===== config.mk =====
export PLATFORM = sky130hd
export DESIGN_NAME = mem_bus_arbiter_flat
export DESIGN_NICKNAME = d
export VERILOG_FILES = /design/src/rtl/mem_bus_arbiter_if.sv /design/src/rtl/mem_bus_arbiter.sv /design/src/flat_wrapper.sv
export SDC_FILE = /design/constraint.sdc
export NUM_CORES = 1
export LEC_CHECK = 0
export ABC_AREA = 1
export CAP_MARGIN = 20
export CORE_AREA = 4 4 103 105
export DETAILED_ROUTE_END_ITERATION = 7
export DIE_AREA = 0 0 107 109
export DONT_BUFFER_PORTS = 1
export PLACE_DENSITY_LB_ADDON = 0.3
export RECOVER_POWER = 50
export SETUP_SLACK_MARGIN = 0.02
export SLEW_MARGIN = 20
export SYNTH_ARGS = -nofsm -noshare
export SYNTH_HDL_FRONTEND = slang
export SYNTH_SLANG_ARGS = --single-unit

===== constraint.sdc =====
create_clock -name CLK -period 1.6 [get_ports CLK]
set_input_delay 0.08 -clock CLK [delete_from_list [all_inputs] [get_ports CLK]]
set_output_delay 0.08 -clock CLK [all_outputs]
set_load 0.01 [all_outputs]

===== src/rtl/mem_bus_arbiter_if.sv =====
// Bus bundle between the two requesters, the shared single-port memory and mem_bus_arbiter.
// The slave modport is the arbiter's view; master is the requester/memory side.
interface mem_bus_arbiter_if #(
    parameter int ADDR_W = 7,
    parameter int DATA_W = 32
);
    logic              req0;
    logic              req1;
    logic              we0;
    logic              we1;
    logic [ADDR_W-1:0] addr0;
    logic [ADDR_W-1:0] addr1;
    logic [DATA_W-1:0] wdata0;
    logic [DATA_W-1:0] wdata1;
    logic              gnt0;
    logic              gnt1;
    logic              rvalid0;
    logic              rvalid1;
    logic [DATA_W-1:0] rdata;
    logic              mem_cs;
    logic              mem_we;
    logic [ADDR_W-1:0] mem_addr;
    logic [DATA_W-1:0] mem_dout;
    logic              mem_oe;
    logic [DATA_W-1:0] mem_din;
    logic              busy;

    modport slave (
        input  req0, req1, we0, we1, addr0, addr1, wdata0, wdata1, mem_din,
        output gnt0, gnt1, rvalid0, rvalid1, rdata,
        output mem_cs, mem_we, mem_addr, mem_dout, mem_oe, busy
    );

    modport master (
        output req0, req1, we0, we1, addr0, addr1, wdata0, wdata1, mem_din,
        input  gnt0, gnt1, rvalid0, rvalid1, rdata,
        input  mem_cs, mem_we, mem_addr, mem_dout, mem_oe, busy
    );
endinterface


===== src/rtl/mem_bus_arbiter.sv =====
// Two-port arbiter for a single-port memory: fixed priority to port 0, with a
// starvation counter that forces a port-1 grant after STARVE_LIMIT back-to-back port-0 wins.
module mem_bus_arbiter #(
    parameter int ADDR_W       = 7,
    parameter int DATA_W       = 32,
    parameter int STARVE_LIMIT = 4
) (
    input  logic               CLK,
    input  logic               RST,
    mem_bus_arbiter_if.slave   bus
);

    localparam int CNT_W = $clog2(STARVE_LIMIT + 1);

    typedef enum logic [1:0] {
        IDLE,
        ACC,
        RD
    } state_t;

    state_t            r_state;
    state_t            w_next_state;
    logic              r_owner;
    logic              r_we;
    logic [ADDR_W-1:0] r_addr;
    logic [DATA_W-1:0] r_wdata;
    logic [DATA_W-1:0] r_rdata;
    logic [CNT_W-1:0]  r_starve_cnt;
    logic              r_rvalid0;
    logic              r_rvalid1;
    logic              w_any_req;
    logic              w_pick1;
    logic              w_starved;

    assign w_any_req = bus.req0 | bus.req1;
    assign w_starved = (r_starve_cnt == CNT_W'(STARVE_LIMIT));
    assign w_pick1   = bus.req1 & (~bus.req0 | w_starved);

    // NOTE: clocked state uses non-blocking assignments so every register sees pre-edge values.
    always_ff @(posedge CLK) begin
        if (RST) begin
            r_state <= IDLE;
        end else begin
            r_state <= w_next_state;
        end
    end

    // NOTE: every output gets a default first, so no path through the case can infer a latch.
    always_comb begin
        w_next_state = r_state;
        bus.mem_cs   = 1'b0;
        bus.mem_we   = 1'b0;
        bus.mem_addr = '0;
        bus.mem_dout = '0;
        bus.mem_oe   = 1'b0;
        bus.gnt0     = 1'b0;
        bus.gnt1     = 1'b0;
        case (r_state)
            IDLE: begin
                if (w_any_req) begin
                    w_next_state = ACC;
                end
            end
            ACC: begin
                bus.mem_cs   = 1'b1;
                bus.mem_we   = r_we;
                bus.mem_addr = r_addr;
                bus.gnt0     = ~r_owner;
                bus.gnt1     = r_owner;
                if (r_we) begin
                    bus.mem_oe   = 1'b1;
                    bus.mem_dout = r_wdata;
                    w_next_state = IDLE;
                end else begin
                    w_next_state = RD;
                end
            end
            RD: begin
                bus.mem_cs   = 1'b1;
                bus.mem_addr = r_addr;
                w_next_state = IDLE;
            end
            default: begin
                w_next_state = IDLE;
            end
        endcase
    end

    always_ff @(posedge CLK) begin
        if (RST) begin
            r_owner      <= 1'b0;
            r_we         <= 1'b0;
            r_addr       <= '0;
            r_wdata      <= '0;
            r_rdata      <= '0;
            r_starve_cnt <= '0;
            r_rvalid0    <= 1'b0;
            r_rvalid1    <= 1'b0;
        end else begin
            r_rvalid0 <= (r_state == RD) & ~r_owner;
            r_rvalid1 <= (r_state == RD) & r_owner;
            if (r_state == RD) begin
                r_rdata <= bus.mem_din;
            end
            if (r_state == IDLE) begin
                if (w_any_req) begin
                    r_owner <= w_pick1;
                    r_we    <= w_pick1 ? bus.we1    : bus.we0;
                    r_addr  <= w_pick1 ? bus.addr1  : bus.addr0;
                    r_wdata <= w_pick1 ? bus.wdata1 : bus.wdata0;
                end
                // Only port-0 wins taken while port 1 is waiting count toward starvation.
                if (!bus.req1 || w_pick1) begin
                    r_starve_cnt <= '0;
                end else if (!w_starved) begin
                    r_starve_cnt <= r_starve_cnt + 1'b1;
                end
            end
        end
    end

    assign bus.rvalid0 = r_rvalid0;
    assign bus.rvalid1 = r_rvalid1;
    assign bus.rdata   = r_rdata;
    assign bus.busy    = (r_state != IDLE);

endmodule


===== src/flat_wrapper.sv =====
// flat-port wrapper written by rule: the top's interface ports become plain ports
module mem_bus_arbiter_flat 
#(
    parameter int ADDR_W       = 7,
    parameter int DATA_W       = 32,
    parameter int STARVE_LIMIT = 4
)
  (CLK, RST, bus_req0, bus_req1, bus_we0, bus_we1, bus_addr0, bus_addr1, bus_wdata0, bus_wdata1, bus_mem_din, bus_gnt0, bus_gnt1, bus_rvalid0, bus_rvalid1, bus_rdata, bus_mem_cs, bus_mem_we, bus_mem_addr, bus_mem_dout, bus_mem_oe, bus_busy);
  mem_bus_arbiter_if #(.ADDR_W(ADDR_W), .DATA_W(DATA_W)) bus_i ();
  input  logic CLK;
  input  logic RST;
  input wire logic [$bits(bus_i.req0)-1:0] bus_req0;
  input wire logic [$bits(bus_i.req1)-1:0] bus_req1;
  input wire logic [$bits(bus_i.we0)-1:0] bus_we0;
  input wire logic [$bits(bus_i.we1)-1:0] bus_we1;
  input wire logic [$bits(bus_i.addr0)-1:0] bus_addr0;
  input wire logic [$bits(bus_i.addr1)-1:0] bus_addr1;
  input wire logic [$bits(bus_i.wdata0)-1:0] bus_wdata0;
  input wire logic [$bits(bus_i.wdata1)-1:0] bus_wdata1;
  input wire logic [$bits(bus_i.mem_din)-1:0] bus_mem_din;
  output wire logic [$bits(bus_i.gnt0)-1:0] bus_gnt0;
  output wire logic [$bits(bus_i.gnt1)-1:0] bus_gnt1;
  output wire logic [$bits(bus_i.rvalid0)-1:0] bus_rvalid0;
  output wire logic [$bits(bus_i.rvalid1)-1:0] bus_rvalid1;
  output wire logic [$bits(bus_i.rdata)-1:0] bus_rdata;
  output wire logic [$bits(bus_i.mem_cs)-1:0] bus_mem_cs;
  output wire logic [$bits(bus_i.mem_we)-1:0] bus_mem_we;
  output wire logic [$bits(bus_i.mem_addr)-1:0] bus_mem_addr;
  output wire logic [$bits(bus_i.mem_dout)-1:0] bus_mem_dout;
  output wire logic [$bits(bus_i.mem_oe)-1:0] bus_mem_oe;
  output wire logic [$bits(bus_i.busy)-1:0] bus_busy;
  assign bus_i.req0 = bus_req0;
  assign bus_i.req1 = bus_req1;
  assign bus_i.we0 = bus_we0;
  assign bus_i.we1 = bus_we1;
  assign bus_i.addr0 = bus_addr0;
  assign bus_i.addr1 = bus_addr1;
  assign bus_i.wdata0 = bus_wdata0;
  assign bus_i.wdata1 = bus_wdata1;
  assign bus_i.mem_din = bus_mem_din;
  assign bus_gnt0 = bus_i.gnt0;
  assign bus_gnt1 = bus_i.gnt1;
  assign bus_rvalid0 = bus_i.rvalid0;
  assign bus_rvalid1 = bus_i.rvalid1;
  assign bus_rdata = bus_i.rdata;
  assign bus_mem_cs = bus_i.mem_cs;
  assign bus_mem_we = bus_i.mem_we;
  assign bus_mem_addr = bus_i.mem_addr;
  assign bus_mem_dout = bus_i.mem_dout;
  assign bus_mem_oe = bus_i.mem_oe;
  assign bus_busy = bus_i.busy;
  mem_bus_arbiter #(.ADDR_W(ADDR_W), .DATA_W(DATA_W), .STARVE_LIMIT(STARVE_LIMIT)) u_core (.CLK(CLK), .RST(RST), .bus(bus_i));
endmodule

=== Word-level counts from Yosys, hierarchy flattened ===
Index checks and enable logic that the tools add are counted.

* Bits in registers: 80
* Memories kept: 0
* ROM bits: 0
* RAM bits: 0
* Word-level logic and storage cells: 46
* Bits in latches: 0
* Input bits: 116
* Output and inout bits: 79

* Reduce and logical (&&, ||, !) cells: 7
* Div/mod/pow operators: 0
* $lt $le $gt $ge: 0
* Equal/unequal tests: 5
* Shift-type cells: 0
* Muxes and demuxes: 17
* Multiply operators: 0
* Bitwise operators: 7
* Add/subtract/negate cells: 1

{| class="wikitable"
|+ Operator list
! kind !! count
|-
| $mux 32 || 3
|-
| $mux 7 || 2
|-
| $mux 1 || 7
|-
| $mux 3 || 2
|-
| $mux 2 || 2
|-
| $pmux 2 s2 || 1
|-
| $reduce_and 2->1 || 2
|-
| $add 3x1->3 const B || 1
|-
| $and 1x1->1 || 3
|-
| $eq 3x3->1 const B || 1
|-
| $eq 2x1->1 const B || 1
|-
| $eq 2x2->1 const B || 1
|-
| $logic_not 2->1 || 1
|-
| $ne 2x1->1 const B || 1
|-
| $ne 2x2->1 const B || 1
|-
| $not 1->1 || 2
|-
| $or 1x1->1 || 2
|-
| $reduce_bool 2->1 || 1
|-
| $reduce_or 2->1 || 1
|-
| $logic_not 1->1 || 1
|-
| $logic_or 1x1->1 || 1
|}

=== Logic depth before layout (Yosys ltp) ===
Gate-level depths: netlist of the first run.

* Depth after elaboration: 6
* Mapped depth: 10
* Gate-level depth less buffers: 9

=== Worst setup path before layout of the first run ===
No wires, ideal clock.

* Path type: register to register
* Start: reg u_core.r_state[0]
* End: reg u_core.r_wdata[0]
* Required time: 1.491 ns
* Arrival time: 1.282 ns
* Stages on the path, launching flop included: 11
* Buffers on the path: 3
* Slack: 0.209 ns
* Clock period less this slack: 1.391 ns
* Library setup time: 0.109 ns
* Path through: dfxtp_1 inv_1 ha_1 buf_4 inv_1 nor2_2 buf_6 buf_6 nand3_1 nand2_1 inv_1

* Word-level cells in the longest chain between the ends: 2

{| class="wikitable"
|+ RTL lines
! what !! line !! text
|-
| start, declared || mem_bus_arbiter.sv:21 || <nowiki>state_t r_state;</nowiki>
|-
| start signal, assigned || mem_bus_arbiter.sv:44 || <nowiki>r_state <= w_next_state;</nowiki>
|-
| $logic_not 2->1 || mem_bus_arbiter.sv:105 || <nowiki>if (r_state == IDLE) begin</nowiki>
|-
| $reduce_and 2->1 (no source line) || - ||
|-
| end signal, assigned || mem_bus_arbiter.sv:110 || <nowiki>r_wdata <= w_pick1 ? bus.wdata1 : bus.wdata0;</nowiki>
|-
| end, declared || mem_bus_arbiter.sv:26 || <nowiki>logic [DATA_W-1:0] r_wdata;</nowiki>
|}

Every way passes these cells.
A chain may end at the register's enable or synchronous reset.

=== Final worst setup path of the first run ===
* Start: reg u_core.r_state[0]
* End: out bus_mem_addr[6]

* Word-level cells in the longest chain between the ends: 3
* Elaborated cells between the ends (all ways): 4
* Those cells by class: eq/ne (2); mux (1); reduce/logical (1)

{| class="wikitable"
|+ RTL lines
! what !! line !! text
|-
| $eq 2x1->1 / $eq 2x2->1 (equally long branches) || mem_bus_arbiter.sv:58 || <nowiki>case (r_state)</nowiki>
|-
| $reduce_or 2->1 (no source line) (*) || - ||
|-
| $mux 7 (*) || mem_bus_arbiter.sv:58 ||
|-
| end, declared || flat_wrapper.sv:28 || <nowiki>output wire logic [$bits(bus_i.mem_addr)-1:0] bus_mem_addr;</nowiki>
|}

Mark *: on every way between the ends. The rest lies on a longest branch, timed or not.

==> metrics.txt, run 1 <==
Worst Hold Class=in -> reg; cts bufs inserted=9; register area share after synthesis=41.90%; share of cells above drive strength 1=10.30%; CP peak stage delay=450 ps; peak supply drop=between 0.5 and 0.6 mV; initial antenna violation count=0; die area=11660 um^2; mean area per synthesized cell=6.490 um^2; pin count of the biggest net entering global routing=48; met2 layer wire length in the routed design=6.754 mm; status=finished clean; most frequent cells in the layout=dlygate4sd3_1, nor2_1, nand2_1; Layout Area Growth over Synthesis=47.43%; CTS tree=yes; PortBufs=0; M1 WL=4.917 mm; number of detailed-route iterations in the first pass=5; WHS=31.37 ps; hpwl dp=about 7.3 mm; Die X=roughly 110 um; MaxCap Viol Count=0; uppermost routed layer=met4; Top-Level Pins=195; r2r worst-path depth=9; Worst R2R Setup Slack=roughly 130 ps; GRT Util Overall=21.63%; vias in the first global route=4318; Worst R2R End=u_core.r_addr[2]; slew margin rel.=79.45%; initial core utilization=39.65%; mux contribution to synthesized area=0%; CP Max Fanout=8; RSZ-0062 raised after global routing=true; Yosys reg bits=80; Leak=2.813 nW; cells after synthesis=between 500 and 600; critical path class=reg -> out; post-route design area=approximately 5600 um^2; Final nets=844; clock sinks=80; clock buffer depth=2; Fin Clk Skew=10.50 ps; drt wl/cell=~15 um; Post-Synth Simple-Gate Area=about a third; final hold violations=0; Cell Rows=36; CP Cell Sequence=inv_1, ha_2, nand2_1, inv_1; Clock Tree Root=clkbuf_8; hold endpoint=u_core.r_wdata[6]; gp weighted congestion=0.7282; Worst EP arrival=between 1000 and 1500 ps; RR Startpoint=u_core.r_state[0]; largest family of logic cells by synthesized area=simple AND/OR/NAND/NOR gates; final core utilization=58.46%; Crit. End Element=primary output; first-pass GRT wire length=about 20 mm; Finish-stage setup viols=0; crit path time final=1532 ps; placed cell area=4197 um^2; Routed Antenna Nets=0; WL final=12.85 mm; Mapped Area=3822 um^2; CTS H-tree lvls=3; Power per Cell Area=913.9 nW/um^2; HP Start=bus_wdata1[6]; core area=9639 um^2; Fmax=652.6 MHz; Die Y=109 um; Synth Area in Adders=1.637%; cell mode on critical path=inv_1; fillers=just under 900; number of remaining DRC errors=0; metal3 WL=just over 800 um; setup TNS=0 ps; period utilisation layout=95.77%; drt first-iter violations=approximately 300; critical path launch point type=flip-flop; CP max-delay cell=ha_2; Synth Area in XOR/XNOR=0.2291%; Synth Area in Compound Gates=9.722%; clk_lat worst skew=350 ps; CP top delay family=adder cells; hold depth=4; DR vias=4241; synth warn=0; Crit path buffers/inverters=2; grt total ovfl=0; Mapped Nets=710; worst-margin pin slew=308.2 ps; unique cell type count in the Yosys netlist=17; vias per cell=4.926; most common cell after layout, fill and taps aside=dlygate4sd3_1; Antenna Cells=0; data required time at the worst endpoint=1520 ps; clock-pin slew on the worst setup and hold paths=~80 ps; fin. max-slew vios=0
==> power by group <==
group / internal [W] / switching, W / total [W] / leakage (nW)
Sequential: 0.00223 / 0.000149 / 0.00237 / 0.659
Clock: 0.000734 / 0.000772 / 0.00151 / 0.0925
Combinational: 0.000558 / 0.000713 / 0.00127 / 2.06
==> worst max-delay path by stage <==
stage	from	end	slack (ps)	depth (start not counted)
after floorplan	u_core.r_state[0]	u_core.r_wdata[0]	210	10
after global placement	u_core.r_starve_cnt[0]	u_core.r_wdata[15]	220	10
after detailed placement	u_core.r_starve_cnt[0]	u_core.r_wdata[6]	130	10
after CTS	u_core.r_state[1]	bus_mem_dout[23]	30	6
after global routing	u_core.r_state[0]	bus_mem_addr[6]	-20	4
final	u_core.r_state[0]	bus_mem_addr[6]	70	4
==> synthesized netlist by cell type (all sizes together) <==
cell | n | share of area (%)
nor3 | 1 | 0.13
nand3 | 82 | 11
clkbuf | 20 | 2.0
xor2 | 1 | 0.23
inv | 91 | 8.9
a21oi | 36 | 4.7
nand2 | 101 | 9.9
dfxtp | 80 | 42
o21ai | 36 | 4.8
buf | 20 | 3.4
o211ai | 1 | 0.20
nor2 | 115 | 11
ha | 5 | 1.6
==> state kept, by name, summed over array words and instances (netlist names) <==
signal	flops
u_core.bus.rdata	32
u_core.r_wdata	32
u_core.r_addr	7
u_core.r_starve_cnt	3
u_core.r_state	2
u_core.bus.rvalid0	1
u_core.bus.rvalid1	1
u_core.r_owner	1
u_core.r_we	1
==> worst min-delay path: cells and delay by family <==
family,cells,cell delay (ps)
and+or+nand+nor,3,230
buffers and inverters,1,50
==> cell families (layout without fill, tap and decap cells) <==
logic type / Yosys count / after routing
adders and majority gates: 5 / 5
buffers and inverters: 131 / 270
AOI/OAI and AO/OA: 73 / 73
xor gates and xnor gates: 1 / 1
and+or+nand+nor: 299 / 299
DFF: 80 / 80
==> per-stage QoR <==
stage	total power (W)	setup slack (ps)	cells
final	0.005150	67.75	861
after detailed placement	0.003365	130.8	728
after floorplan	0.003146	208.6	589
after global routing	0.005460	-21.11	861
after global placement	0.003331	223.1	728
after CTS	0.005184	29.02	861
==> timing repair <==
action	in CTS	in global routing
resized for setup	6	7
setup endpoints to repair	35	82
endpoints found under the hold margin	80	0
hold buffers	116	0
cloned	1	0
buffers inserted	0	0
==> layer usage <==
metal | vias up | GRT usage, %
met2 | 191 | 39.48
li1 | 2076 | -
met5 | - | 0
met3 | 37 | 4.914
met4 | 0 | 9.863
met1 | 1937 | 23.94
==> area by class of cell <==
class / instances / area, um^2 / share of cell area [%]
clock buffer: 9 / 123.9 / 2.198
clock inverter: 7 / 78.83 / 1.399
inverter: 91 / 341.6 / 6.061
multi-input combinational: 378 / 1712 / 30.37
sequential: 80 / 1603 / 28.44
tap: 133 / 166.4 / 2.953
timing repair buffer: 163 / 1610 / 28.57
No activity file was read; power rests on OpenSTA's default activity.
==> run 2: changes to the inputs <==
--- a/config.mk
+++ b/config.mk
@@ -11,6 +11,7 @@
 export DETAILED_ROUTE_END_ITERATION = 7
 export DIE_AREA = 0 0 107 109
 export DONT_BUFFER_PORTS = 1
+export HOLD_SLACK_MARGIN = 0.08
 export PLACE_DENSITY_LB_ADDON = 0.3
 export RECOVER_POWER = 50
 export SETUP_SLACK_MARGIN = 0.02
==> metrics.txt, run 2 (same netlist as run 1, synthesis figures left out) <==
Crit. End Element=primary output; post-route setup slack=65.01 ps; share of cells above drive strength 1=roughly a tenth; postcts setup bufs=0; M1 WL=4.975 mm; DP Worst Slack=130.8 ps; Fmax=651.5 MHz; critical path class=reg -> out; met2 layer wire length in the routed design=6.989 mm; hpwl dp=around 7.3 mm; uppermost routed layer=met4; Leak=between 2 and 3 nW; Worst R2R Setup Slack=70 ps; Top-Level Pins=195; Sequential cell area=between 1500 and 2000 um^2; peak supply drop=around 0.57 mV; CP Max Fanout=8; Power per Cell Area=roughly 900 nW/um^2; most common cell after layout, fill and taps aside=dlygate4sd3_1; Layout Area Growth over Synthesis=48.02%; CP max-delay cell=ha_2; WL final=13.19 mm; Internal=0.003521 W; drt wl/cell=around 15 um; vias in the first global route=4332; Pwr Total=0.005170 W; Crit path buffers/inverters=2; Antenna Cells=0; Routed Antenna Nets=0; critical path launch point type=flip-flop; Flop pwr share=45.9%; CTS tree=yes; period utilisation layout=95.94%; slew margin rel.=79.75%; cts bufs inserted=9; PortBufs=0; initial antenna violation count=0; crit path time final=1535 ps; RSZ-0062 raised after global routing=true; final hold violations=0; hold endpoint=u_core.r_owner; core area=9639 um^2; Clock Tree Root=clkbuf_8; Die X=around 110 um; hold depth=3; grt total ovfl=0; r2r worst-path depth=8; RR Startpoint=u_core.r_state[0]; initial core utilization=39.65%; Fin Clk Skew=11.22 ps; Worst R2R End=u_core.r_wdata[4]; CTS H-tree lvls=3; first-pass GRT wire length=20.27 mm; metal3 WL=807 um; final core utilization=between 50% and 60%; number of detailed-route iterations in the first pass=7; sw power=around 0.0016 W; Worst EP arrival=1450 ps; CP peak stage delay=440 ps; clock buffer depth=2; data required time at the worst endpoint=1520 ps; clock-pin slew on the worst setup and hold paths=roughly 80 ps; Finish-stage setup viols=0; pin count of the biggest net entering global routing=48; Multi-input gate area=1717 um^2; Sw Share=31.89%; clk_lat worst skew=350 ps; Clock power frac=29.2%; Worst Hold Class=in -> reg; gp weighted congestion=about 0.73; WHS=145.3 ps; die area=11660 um^2; status=finished clean; cell mode on critical path=inv_1; fin. max-slew vios=0; Combinational Power Share=24.9%; most frequent cells in the layout=dlygate4sd3_1, nor2_1, nand2_1; Die Y=between 100 and 150 um; clock sinks=80; CP top delay family=adder cells; MaxCap Viol Count=0; GRT Util Overall=21.70%; number of remaining DRC errors=0; drt first-iter violations=344; vias per cell=~5; Cell Rows=36; worst-margin pin slew=303.8 ps; CP Cell Sequence=inv_1, ha_2, nand2_1, inv_1; fillers=856; HP Start=bus_req1; Final nets=846; DR vias=between 4000 and 5000
-- run 2: cell count changes in the layout (fill, tap and decap cells not counted) --
cell | previous run | this run
nand2_2 | 1 | 0
nand2_4 | 1 | 2
dlygate4sd3_1 | 114 | 115
buf_4 | 36 | 37
-- run 2: final cells by class --
type / instances / share of cell area [%]
Clock buffer: 9 / 2.189
Clock inverter: 7 / 1.393
Inverter: 91 / 6.037
Multi-Input combinational cell: 378 / 30.34
Sequential cell: 80 / 28.33
Tap cell: 133 / 2.941
Timing Repair Buffer: 165 / 28.77
-- run 2: through the flow --
| stage | cell area (um^2) | cells | TNS, ps |
|---|---|---|---|
| after floorplan | 3822 | 589 | 0 |
| after global placement | 4197 | 728 | 0 |
| after detailed placement | 4197 | 728 | 0 |
| after CTS | 5640 | 862 | 0 |
| after global routing | 5658 | 863 | -121.7 |
| final | 5658 | 863 | 0 |
-- run 2: timing repair --
action	in CTS	in global routing
resized for setup	6	9
endpoints found under the setup margin	35	82
pin swaps	0	0
endpoints found under the hold margin	80	0
gates cloned	1	1
hold buffers	117	0
-- run 2: worst register-to-register path, stage by stage (launching register included) --
cell and delay, ps:
dfxtp_1 380, inv_1 90, ha_2 190, buf_4 150, o21ai_2 90, clkbuf_2 280
a21oi_1 110, nand2_1 100, inv_1 40
-- run 2: power groups by stage --
stage	registers [W]	logic (W)	clock network (W)
finish	0.00238	0.00129	0.00151
CTS	0.00237	0.00125	0.00157
detailed placement	0.00241	0.000951	0
floorplan	0.00238	0.000768	0
global placement	0.00241	0.000924	0
global route	0.00240	0.00144	0.00164
-- run 2: worst max path at each step --
stage | start | end | slack [ps] | cells past startpoint
finish | u_core.r_state[0] | bus_mem_addr[6] | 70 | 4
global route | u_core.r_state[0] | bus_mem_addr[6] | -20 | 4
CTS | u_core.r_state[1] | bus_mem_dout[23] | 30 | 6
detailed placement | u_core.r_starve_cnt[0] | u_core.r_wdata[6] | 130 | 10
global placement | u_core.r_starve_cnt[0] | u_core.r_wdata[15] | 220 | 10
floorplan | u_core.r_state[0] | u_core.r_wdata[0] | 210 | 10
-- run 2: layer usage --
layer	track usage (%)	vias to the layer above
met1	23.57	1977
met3	4.855	40
met2	39.93	196
met4	10.41	0
li1	-	2084
met5	0	-
